## src/rtl/barcode_reader.sv

```systemverilog
// barcode_reader: decodes start-bit-timed 8-bit serial station IDs from an IR barcode line.
// Optional WAIT_FALL timeout enabled by defining BC_TIMEOUT_EN.
module barcode_reader (
    input  logic       clk,
    input  logic       rst_n,
    input  logic       BC,
    input  logic       clr_ID_vld,
    output logic [7:0] ID,
    output logic       ID_vld,
    output logic       frm_err
);
    typedef enum logic [1:0] {IDLE, START, WAIT_FALL, SAMPLE} state_t;
    state_t      state_q;
    logic        bc_s1_q, bc_s2_q, bc_s3_q;
    logic [21:0] cnt_q, t_q;
    logic [3:0]  bit_cnt_q;
    logic [7:0]  shift_q, id_q;
    logic        id_vld_q, frm_err_q;
    logic        fall;
    logic [7:0]  shift_nxt;
    assign fall      = bc_s3_q & ~bc_s2_q;
    assign shift_nxt = {shift_q[6:0], bc_s2_q};
    assign ID        = id_q;
    assign ID_vld    = id_vld_q;
    assign frm_err   = frm_err_q;
`ifdef BC_TIMEOUT_EN
    // Counts cycles since the last bit edge; a frame stalled for 4*T is dropped.
    logic [23:0] to_cnt_q;
    logic        timeout;
    assign timeout = to_cnt_q >= {t_q, 2'b00};
`endif
    always_ff @(posedge clk or negedge rst_n) begin
        if (!rst_n) begin
            state_q   <= IDLE;
            bc_s1_q   <= 1'b1;
            bc_s2_q   <= 1'b1;
            bc_s3_q   <= 1'b1;
            cnt_q     <= '0;
            t_q       <= '0;
            bit_cnt_q <= '0;
            shift_q   <= '0;
            id_q      <= '0;
            id_vld_q  <= 1'b0;
            frm_err_q <= 1'b0;
`ifdef BC_TIMEOUT_EN
            to_cnt_q  <= '0;
`endif
        end else begin
            bc_s1_q   <= BC;
            bc_s2_q   <= bc_s1_q;
            bc_s3_q   <= bc_s2_q;
            frm_err_q <= 1'b0;
            if (clr_ID_vld) id_vld_q <= 1'b0;
            case (state_q)
                IDLE: if (fall) begin
                    state_q   <= START;
                    cnt_q     <= 22'd1;
                    bit_cnt_q <= '0;
                end
                START: if (bc_s2_q) begin
                    t_q     <= cnt_q;
                    state_q <= WAIT_FALL;
`ifdef BC_TIMEOUT_EN
                    to_cnt_q <= 24'd1;
`endif
                end else if (cnt_q == 22'h3FFFFF) begin
                    state_q   <= IDLE;
                    frm_err_q <= 1'b1;
                end else cnt_q <= cnt_q + 22'd1;
                WAIT_FALL: if (fall) begin
                    state_q <= SAMPLE;
                    cnt_q   <= 22'd1;
`ifdef BC_TIMEOUT_EN
                    to_cnt_q <= 24'd1;
                end else if (timeout) begin
                    state_q   <= IDLE;
                    frm_err_q <= 1'b1;
                end else begin
                    to_cnt_q <= to_cnt_q + 24'd1;
`endif
                end
                SAMPLE: begin
`ifdef BC_TIMEOUT_EN
                    to_cnt_q <= to_cnt_q + 24'd1;
`endif
                    if (cnt_q == t_q) begin
                        shift_q   <= shift_nxt;
                        bit_cnt_q <= bit_cnt_q + 4'd1;
                        if (bit_cnt_q == 4'd7) begin
                            state_q <= IDLE;
                            if (shift_nxt[7:6] == 2'b00) begin
                                id_q     <= shift_nxt;
                                id_vld_q <= 1'b1;
                            end else frm_err_q <= 1'b1;
                        end else state_q <= WAIT_FALL;
                    end else cnt_q <= cnt_q + 22'd1;
                end
                default: state_q <= IDLE;
            endcase
        end
    end
endmodule

```

## config.mk

```make
export PLATFORM = sky130hd
export DESIGN_NAME = barcode_reader
export DESIGN_NICKNAME = d
export VERILOG_FILES = /design/src/rtl/barcode_reader.sv
export SDC_FILE = /design/constraint.sdc
export NUM_CORES = 1
export LEC_CHECK = 0
export CAP_MARGIN = 20
export CORE_ASPECT_RATIO = 2
export CORE_MARGIN = 2
export CORE_UTILIZATION = 35
export CTS_CLUSTER_DIAMETER = 80
export DETAILED_ROUTE_END_ITERATION = 12
export PLACE_DENSITY_LB_ADDON = 0.15
export SLEW_MARGIN = 30
export SYNTH_ARGS = -nofsm -noshare
export SYNTH_HDL_FRONTEND = slang
export SYNTH_SLANG_ARGS = --single-unit
```

## constraint.sdc

```tcl
create_clock -name clk -period 5 [get_ports clk]
set_input_delay 0.5 -clock clk [delete_from_list [all_inputs] [get_ports clk]]
set_output_delay 0.5 -clock clk [all_outputs]
set_load 0.05 [all_outputs]
```

==> results.json, run 1 <==
{
  "p_int_uw": 1300,
  "drt_iter0_drc": 182,
  "vias_per_cell": 5.55,
  "synth_seq_area_share_pct": 48.2,
  "cts_buffer_depth": 2,
  "tightest_slew_ns": 0.698,
  "finalHoldViolations": 0,
  "ant_nets": 0,
  "cts-hold-fix-buffers": 0,
  "grtUsageTotal_pct": 18.2,
  "die-area_mm2": 0.0113,
  "post_drt_wl_per_cell_um": 19.2,
  "synth_edf_count": 0,
  "drive_gt1_share_pct": 15.1,
  "core_region_area_mm2": 0.0101,
  "leakage_uw": 0.00190,
  "cts.clk_slew.worst_paths_ns": 0.06,
  "drcViolationCount": 0,
  "wl_met2_mm": 5.30,
  "finalSetupViolations": 0,
  "hold_ws_ns": 0.156,
  "finalSetupTns_ns": 0,
  "dr.pass1.iters": 5,
  "cp_cell_sequence": "xor2_1 -> nor4_2 -> nand4_2 -> nor2_2 -> mux2_2",
  "switching_share_pct": 38.9,
  "cp_slowest_cell": "nor2_2",
  "period_minus_slack_ns": 2.79,
  "fin_worst_skew_ns": 0.00551,
  "cpLargestDelayFamily": "simple AND/OR/NAND/NOR gates",
  "routed.top_layer": "met4",
  "grt_pass1_vias": 2825,
  "routedLengthMet1_mm": 3.59,
  "cts_num_sinks": 70,
  "max_stage_delay_ns": 0.67,
  "p_comb_share_pct": 34.8,
  "status": "completed",
  "numCtsBuffers": 9,
  "clk_latency_ns": 0.33,
  "synth-seq-cells": 70,
  "drv_cap": 0,
  "initial_core_util_pct": 35.9,
  "synth_cells": 351,
  "yosysUniqueCellTypes": 61,
  "power_frac_clock_pct": 29.2,
  "placed_area_mm2": 0.00387,
  "period_share_pct": 55.7,
  "peakVddDrop_mv": 0.328,
  "postCtsResizedCells": 0,
  "ios": 14,
  "start_kind": "flop",
  "ys_warn_count": 0,
  "wirelength_mm": 9.61,
  "dp_hpwl_mm": 6.84,
  "antenna_found_initial": 0,
  "r2r_setup_slack_ns": 2.21,
  "grt_max_degree": 71,
  "wl_met3_um": 357,
  "die_h_um": 148,
  "slew_headroom_pct": 53.0,
  "cp_max_fo": 15,
  "area_growth_pct": 14.4,
  "antennaDiodeCount": 0,
  "r2r_end": "shift_q[5]",
  "cp.required_ns": 5.22,
  "synth_ff_type": "dfrtp_1",
  "p_sw_uw": 825,
  "numPortBuffers": 13,
  "nNetsFinal": 366,
  "cts_tree": "yes",
  "pwr-share-seq_pct": 36.0,
  "syn_area_mm2": 0.00364,
  "timing.fmax_mhz": 359,
  "fin_ws_ns": 2.21,
  "cts_htree_levels": 3,
  "row_count": 52,
  "reg2regPathDepth": 5,
  "grt_remaining_overflow": 0,
  "post-place-ws_ns": 2.20,
  "synth.net_count": 357,
  "final_max_slew_viol_count": 0,
  "die_w_um": 76.1,
  "placedCellCount": 484,
  "stdcell_area_mm2": 0.00417,
  "avgSynthCellArea_um2": 10.4,
  "critPathBufInv": 0,
  "hold_path_class": "input pin to async pin",
  "r2r_start": "cnt_q[6]",
  "cp-end-kind": "flop",
  "cts_setup_buffers": 0,
  "path_class": "flop to flop",
  "async_reset_ff_share_pct": 100,
  "final_cells": 500,
  "gp_congestion": 0.849,
  "grt_pass1_wl_mm": 15.6,
  "vias": 2776,
  "cp.arrival_ns": 3.00,
  "rsz0062_at_grt": "no",
  "cts_root_buf": "clkbuf_16",
  "power_density_mw_per_mm2": 509,
  "critPathLaunch": "cnt_q[6]"
}
==> synth_stat cells (6+ instances only) <==
cell | instances | area [um^2]
dfrtp_1 | 67 | 1680
a21oi_1 | 7 | 35.0
xor2_1 | 22 | 193
mux2_2 | 14 | 158
o21ai_0 | 18 | 90.1
inv_1 | 16 | 60.1
o221ai_1 | 13 | 114
clkbuf_1 | 8 | 30.0
nand3_1 | 17 | 85.1
nor2_1 | 10 | 37.5
nand4_1 | 6 | 37.5
nand2_1 | 52 | 195
==> final cells by class <==
cell class,count,area (um^2)
Clock buffer,9,225
Inverter,16,60.1
Clock inverter,7,65.1
Sequential cell,70,1760
Fill cell,1043,5980
Multi-Input combinational cell,246,1730
Timing Repair Buffer,17,161
Tap cell,135,169
==> flip-flops by register name, indices dropped and copies added (netlist names) <==
signal and flops:
bc_s2_q 1, ID_vld 1, t_q 22, ID 8
state_q 2, shift_q 7, bc_s3_q 1, frm_err 1
bc_s1_q 1, bit_cnt_q 4, cnt_q 22
==> placed cells by master (no fill, tap or decap), drive strengths merged, types with 8 or more instances in the layout <==
cell           synthesis  final
clkdlybuf4s50          0     12
xor2                  22     22
nand2                 52     52
dfrtp                 67     67
mux2                  14     14
clkbuf                 9      9
nor4                   8      8
nand4                  9      9
o21ai                 18     18
inv                   16     16
nand3                 18     18
nor2                  11     11
o221ai                13     13
==> cells by family after synthesis <==
family          count (synthesis)  share of synthesized area, %
compound gates                 79                          16.4
buf+inv                        35                          4.43
flops                          70                          48.2
mux                            16                          4.88
fa+ha+maj                       2                         0.687
xor+xnor                       22                          5.29
simple gates                  127                          20.1
==> worst max-delay path by stage <==
stage,endpoint,cells past startpoint
finish,shift_q[5],5
floorplan,cnt_q[16],5
global route,shift_q[5],5
detailed placement,shift_q[5],5
global placement,shift_q[5],5
CTS,shift_q[5],5
==> power by group through the flow <==
stage                     clock, uW  sequential [uW]  combinational, uW
after floorplan                   0              790                514
after global placement            0              771                741
after detailed placement          0              773                745
after CTS                       638              764                746
after global routing            670              777                801
final                           620              764                739
==> metrics by stage <==
step,total power (uW),utilization [%]
detailed placement,1520,38.2
global route,2250,41.1
floorplan,1300,-
finish,2120,41.1
global placement,1510,38.1
CTS,2150,41.0
==> per-layer routing <==
metal | vias to the layer above | track usage, %
met3 | 18 | 3.28
met5 | - | 0
met4 | 0 | 10.0
li1 | 1319 | -
met1 | 1359 | 19.5
met2 | 80 | 33.3
No activity file was read; power rests on OpenSTA's default activity.
==> inputs of run 2 (changes only) <==
clock period = 2.7 ns   (was 5 ns; I/O delays follow)
==> run 2 against run 1 <==
  * The flow now finishes with violations (hold timing)
  * Setup slack worse by 2.0 ns
  * Utilization is 1.3 points higher
  * Global-route usage is 0.73 points higher
  * Sequential cell count stayed put
  * Final cell count is 3.4% higher
  * Clock power is 95% higher
  * Non-clock buffer count is 17 higher
  * Count of clock-buffer cells in the layout stayed put
  * Largest cell class unchanged
==> results.json, run 2 (synthesis gave the netlist of run 1 again) <==
{
  "vias": 2822,
  "cp.arrival_ns": 2.75,
  "drive_gt1_share_pct": 18.6,
  "start_kind": "flop",
  "slew_headroom_pct": 56.8,
  "antennaDiodeCount": 0,
  "cp-end-kind": "flop",
  "rsz0062_at_grt": "no",
  "stdcell_area_mm2": 0.00431,
  "dr.pass1.iters": 6,
  "numCtsBuffers": 9,
  "vias_per_cell": 5.46,
  "cts-hold-fix-buffers": 0,
  "finalSetupViolations": 0,
  "wirelength_mm": 9.98,
  "final_common_cell": "dfrtp_1",
  "ant_nets": 0,
  "finalSetupTns_ns": 0,
  "leakage_uw": 0.00199,
  "final.fill_count": 1047,
  "peakVddDrop_mv": 0.586,
  "fin_worst_skew_ns": 0.00838,
  "fin_ws_ns": 0.222,
  "cts_root_buf": "clkbuf_16",
  "area_growth_pct": 18.2,
  "cts_htree_levels": 3,
  "tightest_slew_ns": 0.647,
  "r2r_start": "cnt_q[0]",
  "drcViolationCount": 0,
  "power_density_mw_per_mm2": 964,
  "grt_remaining_overflow": 0,
  "core_region_area_mm2": 0.0101,
  "placed_area_mm2": 0.00400,
  "drt_iter0_drc": 162,
  "grt_max_degree": 71,
  "cts.clk_slew.worst_paths_ns": 0.06,
  "r2r_setup_slack_ns": 0.22,
  "cts_tree": "yes",
  "timing.fmax_mhz": 404,
  "nNetsFinal": 383,
  "cp_max_fo": 9,
  "postCtsResizedCells": 0,
  "grtUsageTotal_pct": 18.9,
  "dp_hpwl_mm": 7.21,
  "clk_latency_ns": 0.34,
  "die_h_um": 148,
  "die_w_um": 76.1,
  "period_minus_slack_ns": 2.48,
  "gp_congestion": 0.888,
  "cp.required_ns": 2.98,
  "post-place-ws_ns": 0.270,
  "drv_cap": 0,
  "antenna_found_initial": 0,
  "cts_setup_buffers": 0,
  "post_drt_wl_per_cell_um": 19.3,
  "path_class": "flop to flop",
  "numPortBuffers": 13,
  "cts_num_sinks": 70,
  "grt_pass1_wl_mm": 16.2,
  "final_max_slew_viol_count": 0,
  "status": "finished with violations",
  "grt_pass1_vias": 3039,
  "row_count": 52,
  "cts_buffer_depth": 2,
  "period_share_pct": 91.8,
  "die-area_mm2": 0.0113,
  "r2r_end": "cnt_q[0]",
  "hold_path_class": "input pin to async pin",
  "finalHoldViolations": 67,
  "violations": "hold timing",
  "reg2regPathDepth": 7,
  "ios": 14,
  "initial_core_util_pct": 35.9,
  "hold_ws_ns": -0.0583,
  "layout_common_cells": "dfrtp_1, nand2_1, xor2_1"
}
[run 2: final cells by class]
type                       count  area (um^2)  area share (%)
multi-input combinational    246         1730            40.1
tap                          135          169            3.92
inverter                      16         60.1            1.39
clock buffer                   9          225            5.23
sequential                    70         1760            40.8
timing repair buffer          34          289            6.71
clock inverter                 7         80.1            1.86
[run 2: critical path: stages (launching register included)]
cell	delay (ns)
dfrtp_1	0.45
ha_1	0.29
nand4_1	0.27
nor3_4	0.46
a31oi_2	0.34
a211oi_2	0.24
buf_4	0.20
mux2_2	0.16
[run 2: stage by stage]
| stage | total power, uW | std cells | utilization, % | hold WS (ns) |
|---|---|---|---|---|
| floorplan | 2410 | 351 | - | -0.0256 |
| global placement | 2940 | 501 | 39.4 | 0.346 |
| detailed placement | 2950 | 501 | 39.4 | 0.348 |
| CTS | 4180 | 517 | 42.4 | 0.0991 |
| global route | 4370 | 517 | 42.4 | 0.00241 |
| finish | 4150 | 517 | 42.4 | -0.0583 |
[run 2: worst max-delay path by stage]
stage,startpoint,to,cells after the start
6_report,cnt_q[0],cnt_q[0],7
5_1_grt,cnt_q[0],cnt_q[0],7
4_1_cts,cnt_q[0],cnt_q[0],7
3_5_place_dp,cnt_q[0],cnt_q[0],7
3_3_place_gp,cnt_q[0],cnt_q[0],7
2_1_floorplan,cnt_q[0],cnt_q[16],5
[run 2: layer usage]
layer,vias to the layer above,global-route usage [%],share of wire (%)
met2,56,35.7,56
met5,-,0,0
li1,1345,-,-
met3,23,3.03,2.3
met4,0,11.6,4.7
met1,1398,19.1,37
[run 2: power by group]
| group | total (uW) | switching [uW] | internal, uW | leakage [uW] |
|---|---|---|---|---|
| registers | 1390 | 163 | 1230 | 0.000928 |
| clock network | 1210 | 486 | 724 | 0.000143 |
| logic | 1550 | 970 | 577 | 0.000915 |
| total | 4150 | 1620 | 2530 | 0.00199 |
==> inputs of run 3 (changes only) <==
SKIP_LAST_GASP = 1   (was unset)
==> results of run 3 <==
Same layout as run 2: the final DEF is identical, and so are final timing and power.
